`src/rtl/mult_8_shift_add.sv`:
```
// mult_8_shift_add: sequential unsigned shift-add multiplier driving an external combinational adder
module mult_8_shift_add #(
  parameter int WIDTH = 8
) (
  input  logic               clk,
  input  logic               rst,
  input  logic               start,
  input  logic [WIDTH-1:0]   a,
  input  logic [WIDTH-1:0]   b,
  output logic               busy,
  output logic               done,
  output logic [2*WIDTH-1:0] product,
  output logic [WIDTH-1:0]   add_a,
  output logic [WIDTH-1:0]   add_b,
  output logic               add_cin,
  input  logic [WIDTH-1:0]   add_sum,
  input  logic               add_cout
);
  typedef enum logic [1:0] {IDLE, CALC, DONE} state_t;
  state_t                   r_state;
  logic [WIDTH-1:0]         r_acc;
  logic [WIDTH-1:0]         r_mq;
  logic [WIDTH-1:0]         r_mcand;
  logic [$clog2(WIDTH)-1:0] r_count;
  logic [2*WIDTH-1:0]       r_product;
  logic [2*WIDTH-1:0]       w_shifted;
  logic                     w_calc;
  // The adder's carry-out becomes the new top bit, so the 17-bit sum+mq shifts right into 16 bits
  always_comb begin
    w_calc    = r_state == CALC;
    w_shifted = {add_cout, add_sum, r_mq[WIDTH-1:1]};
    add_a     = w_calc ? r_acc : '0;
    add_b     = (w_calc && r_mq[0]) ? r_mcand : '0;
    add_cin   = 1'b0;
    busy      = w_calc;
    done      = r_state == DONE;
    product   = r_product;
  end
  // Sequencer: capture operands on start, eight add-and-shift passes, one-cycle done
  always_ff @(posedge clk or posedge rst) begin
    if (rst) begin
      r_state   <= IDLE;
      r_acc     <= '0;
      r_mq      <= '0;
      r_mcand   <= '0;
      r_count   <= '0;
      r_product <= '0;
    end else begin
      case (r_state)
        IDLE: if (start) begin
          r_mcand <= a;
          r_mq    <= b;
          r_acc   <= '0;
          r_count <= '0;
          r_state <= CALC;
        end
        CALC: begin
          {r_acc, r_mq} <= w_shifted;
          r_count       <= r_count + 1'b1;
          if (r_count == WIDTH - 1) begin
            r_product <= w_shifted;
            r_state   <= DONE;
          end
        end
        default: r_state <= IDLE;
      endcase
    end
  end
endmodule

```
`config.mk`:
```
export PLATFORM = sky130hd
export DESIGN_NAME = mult_8_shift_add
export DESIGN_NICKNAME = d
export VERILOG_FILES = /design/src/rtl/mult_8_shift_add.sv
export SDC_FILE = /design/constraint.sdc
export NUM_CORES = 1
export LEC_CHECK = 0
export CORE_MARGIN = 4
export CORE_UTILIZATION = 46
export DETAILED_ROUTE_END_ITERATION = 16
export PLACE_DENSITY = 0.87
export SKIP_CTS_REPAIR_TIMING = 1
export SLEW_MARGIN = 20
export SYNTH_ARGS = -nofsm -noshare
export SYNTH_HDL_FRONTEND = slang
export SYNTH_SLANG_ARGS = --single-unit
```
`constraint.sdc`:
```
create_clock -name clk -period 1.9 [get_ports clk]
set_clock_uncertainty 0.05 [all_clocks]
set_input_delay 0.19 -clock clk [delete_from_list [all_inputs] [get_ports clk]]
set_output_delay 0.19 -clock clk [all_outputs]
set_load 0.05 [all_outputs]
```
# Word level (Yosys, flattened, before mapping)
# Index checks and enable logic that the tools add are counted.
[classes]
addsub = 1
n_eq_ne = 5
muxes = 11
reduce_logical = 7
[op_table]
columns = ["operator", "count"]
rows = [
  ["2-to-1 mux 8 bit", 4],
  ["case mux 8 bit (2 select lines)", 2],
  ["AND reduction 2 bit", 4],
  ["case mux 3 bit (2 select lines)", 1],
  ["2-to-1 mux 2 bit", 2],
  ["case mux 2 bit (2 select lines)", 1],
  ["adder 3 x 1 -> 3 bit, second input constant", 1],
  ["== test 3 bit, second input constant", 1],
  ["2-to-1 mux 3 bit", 1],
  ["== test 2 x 1 -> 1 bit, second input constant", 1],
  ["== test 2 bit, second input constant", 1],
  ["logical NOT 2 bit", 1],
  ["!= test 2 x 1 -> 1 bit, second input constant", 1],
  ["!= test 2 bit, second input constant", 1],
  ["nonzero test 2 bit", 1],
  ["logical AND 1 bit", 1],
]
[word_totals]
reg_bits = 45
inputBits = 28
output_inout_bits = 35
elab_cells = 30

# Logic depth before layout (Yosys ltp)
[depth]
word_depth = 3
mapped_depth = 5
ltp_nobuf = 4

# Least setup slack after synthesis
# No wires, ideal clock.
[synth_path]
path_type = "register to output"
from = "reg r_state[0]"
to = "out add_b[6]"
arrival_ns = 1.542
required_ns = 1.660
path_slack_ns = 0.118
path_stages_with_launch = 6
path_buffers = 3
cell_sequence = "dfrtp_1 -> buf_6 -> nor2b_1 -> buf_4 -> buf_2 -> and3_1"
[synth_via]
elab_chain_len = 3
[synth_lines]
columns = ["item", "line", "source"]
rows = [
  ["start, declared", "20", "state_t r_state;"],
  ["start signal, assigned", "42", "r_state <= IDLE;"],
  ["start signal, assigned", "55", "r_state <= CALC;"],
  ["start signal, assigned", "62", "r_state <= DONE;"],
  ["== test 2 x 1 -> 1 bit", "30", "w_calc = r_state == CALC;"],
  ["via busy", "10", "output logic busy,"],
  ["logical AND 1 bit", "33", "add_b = (w_calc && r_mq[0]) ? r_mcand : '0;"],
  ["2-to-1 mux 8 bit", "33", ""],
  ["end, declared", "14", "output logic [WIDTH-1:0] add_b,"],
]
# The timed path passes the listed nets, and every way through them passes these cells.

# Worst setup path after layout
[layout_path]
from = "reg r_state[1]"
to = "out add_b[7]"
[layout_via]
elab_chain_len = 3
[layout_lines]
columns = ["item", "line"]
rows = [
  ["== test 2 x 1 -> 1 bit", "30"],
  ["logical AND 1 bit", "33"],
  ["2-to-1 mux 8 bit", "33"],
]
# Every way passes these cells.

==> results by group <==
Status
  • Run status: complete, no violations

Floorplanning
  • Full die area: 5502 µm²
  • Initial Util: 48.95%
  • Die height: 74.18 µm
  • Core ar.: 4115 µm²
  • Core Rows: 23
  • # IOs: 63
  • Horiz. Die Dim: ~74 µm

Logic synthesis
  • Number of synthesized register bits: 45
  • Ranking of synthesized cells by area: dfrtp_1, mux2_2, a22o_1
  • Post-Syn Instances: 153
  • Ys async rst share: between 90% and 100%
  • Synth cell types: 24
  • Cell taking the most area after synthesis: dfrtp_1
  • Top FF cell, synth: dfrtp_1
  • Share of the synthesized area in the top cell type: 55.90%
  • Synth warnings: 0
  • Most numerous cell in the Yosys netlist: dfrtp_1
  • Avg Inst Size Synth: 13.17 µm²
  • Sequential share of the synthesized area: 55.90%
  • Synthesized area: 2014 µm²
  • Post-synth EDFFs: 0
  • Net Count, Synth: around 180
  • Synth top cells by count: dfrtp_1, mux2_2, a22o_1, inv_1

Worst setup path
  • CP max stage cell: dfrtp_1
  • Startpoint types: flip-flop
  • Worst path top cell family by delay: simple AND/OR/NAND/NOR gates
  • Critical path arrival: 1.51 ns
  • Crit-path max cell delay: 0.40 ns
  • CP Max Fanout: 19
  • Worst EP required: ~1.7 ns
  • CP Capture Type: output port
  • Setup CP Type: flip-flop to output port
  • CP cell instances: nor2b_2 > buf_4 > and3_1 > buf_12
  • Buf+Inv Stages, Crit Path: 2

Route
  • DR DRC count: 0
  • DR pass1 iterations: 4
  • Vias: 1424
  • Final wirelength: between 4 and 5 mm
  • DRT antenna net count: 0
  • Vias per std cell: about 5.3
  • Drt initial violations: 72
  • Drt wl/cell: 15.99 µm

Timing
  • Setup_tns: 0 ns
  • Hold Vio Cnt, Final: 0
  • Max Fclk: between 0.5 and 0.6 GHz
  • Final setup vio count: 0
  • RSZ-0062 raised after global routing: false
  • Slew Viols, Final: 0
  • Rel. slew slack: between 60% and 70%
  • Worst-Margin Slew: 0.5165 ns
  • Final cycle utilization of the critical path: between 90% and 100%
  • Clock period minus worst slack: 1.748 ns

Global route
  • Vias in the first global route: roughly 1500
  • Total GRT Usage: 17.61%
  • Global-route wire length before repair: 7.300 mm
  • Initial antenna violation count: 0
  • Gr ovfl total: 0
  • Largest net degree at the start of global routing: 46

Power and ir drop
  • Pwr Total: 6.032 mW
  • Leakage: 1.299 nW
  • Pwr Density: 2060 nW/µm²
  • Maximum vdd drop: 966.0 µV

Clocking
  • TritonCTS clock tree: built
  • Clock buffer depth: 2
  • Num CTS Buffers: 5
  • Reg clk slew, reported paths: 0.08 ns
  • CTS root buf: clkbuf_8
  • Sink Count: 45
  • CTS H-tree depth: 2
  • Worst skew pair latency: 0.29 ns

Min path
  • Hold/Removal Path Class: input pin to async pin

Cells and area
  • Area Growth Syn to Fin: 45.34%
  • Layout cells sized above 1: 28.57%
  • N_diodes: 0
  • NumNets Final: 246

Place
  • HPWL Detailed: 3.063 mm
  • Port-buffer cells: 61
  • GPL Wtd Cong: 0.7588

Flow run
  • Maxcap violations: 0
## power by group
part	switching [mW]	leakage (nW)	internal [mW]
combinational	2.11	0.728	1.69
clock	0.300	0.0450	0.255
sequential	0.261	0.526	1.42
total	2.67	1.30	3.36
## cell usage in the layout (no fill, tap or decap)
master            n
clkdlybuf4s50_1  43
clkbuf_1          1
nand2b_1          2
and3_1            8
conb_1            1
nor2_1            6
buf_4             6
inv_1             9
inv_2             1
and2_1            8
a221oi_1          6
ha_1              2
clkinv_2          2
dfrtp_1          45
buf_12           19
nor2b_2           1
clkbuf_8          5
nor2b_1           1
a21oi_1           1
mux2_2           25
a22o_1           10
nor3b_1           2
a211oi_1          2
o21bai_4          1
nand3b_4          1
nor4b_1           8
nor3b_4           1
## worst min-delay path, stage by stage
cell and delay [ns]:
clkdlybuf4s50_1 0.41, inv_2 0.07, buf_12 0.23
## flip-flops by register name, indices dropped and copies added, names as in the netlist
register,count
r_mcand,8
r_mq,8
product,16
r_count,3
r_state,2
r_acc,8
## through the flow
stage / utilization (%) / setup WS [ns] / std cells / area (µm²) / hold slack, ns
2_1_floorplan: - / 0.1176 / 153 / 2014 / 0.2797
3_3_place_gp: 69.08 / 0.2792 / 259 / 2843 / 0.4241
3_5_place_dp: 69.08 / 0.2127 / 259 / 2843 / 0.4272
4_1_cts: 71.09 / 0.05342 / 267 / 2925 / 0.1896
5_1_grt: 71.15 / 0.08301 / 267 / 2928 / 0.2063
6_report: 71.15 / 0.1523 / 267 / 2928 / 0.1813
## final timing paths
check | startpoint | endpoint | slack (ns) | cells after the start
max in group asynchronous | rst | r_mq[6] | 1.41 | 3
worst min register to register | r_acc[0] | r_acc[0] | 0.45 | 1
worst min-delay path | rst | product[1] | 0.18 | 3
min in group clk | r_acc[0] | r_acc[0] | 0.45 | 1
worst max-delay path | r_state[1] | add_b[7] | 0.15 | 4
worst max register to register | r_state[1] | r_mcand[2] | 0.27 | 3
## per-layer routing
layer / routed length [µm] / track usage (%) / up-vias / part of all wire, %
met5: 0 / 0 / - / 0
met2: 1935 / 26.57 / 51 / 45
li1: - / - / 668 / -
met3: 314 / 5.135 / 5 / 7.4
met4: 51 / 5.433 / 0 / 1.2
met1: 1967 / 24.67 / 700 / 46
## cell families (layout without fill, tap and decap cells)
| group | count (synthesis) | in the layout | share of synthesized area, % |
|---|---|---|---|
| flops | 45 | 45 | 55.90 |
| simple gates | 38 | 38 | 13.48 |
| mux | 25 | 25 | 13.98 |
| buf+inv | 22 | 86 | 6.335 |
| compound gates | 20 | 20 | 8.881 |
| fa+ha+maj | 2 | 2 | 1.242 |
| other cells | 1 | 1 | 0.1862 |
## area by class of cell
| class | instances | area (µm²) |
|---|---|---|
| Clock buffer | 6 | 72.57 |
| Fill cell | 286 | 1187 |
| Sequential cell | 45 | 1126 |
| Inverter | 10 | 37.54 |
| Tap cell | 50 | 62.56 |
| Clock inverter | 2 | 10.01 |
| Multi-Input combinational cell | 86 | 763.2 |
| Timing Repair Buffer | 68 | 855.8 |
Note: power is estimated with default switching activity, not from simulation.
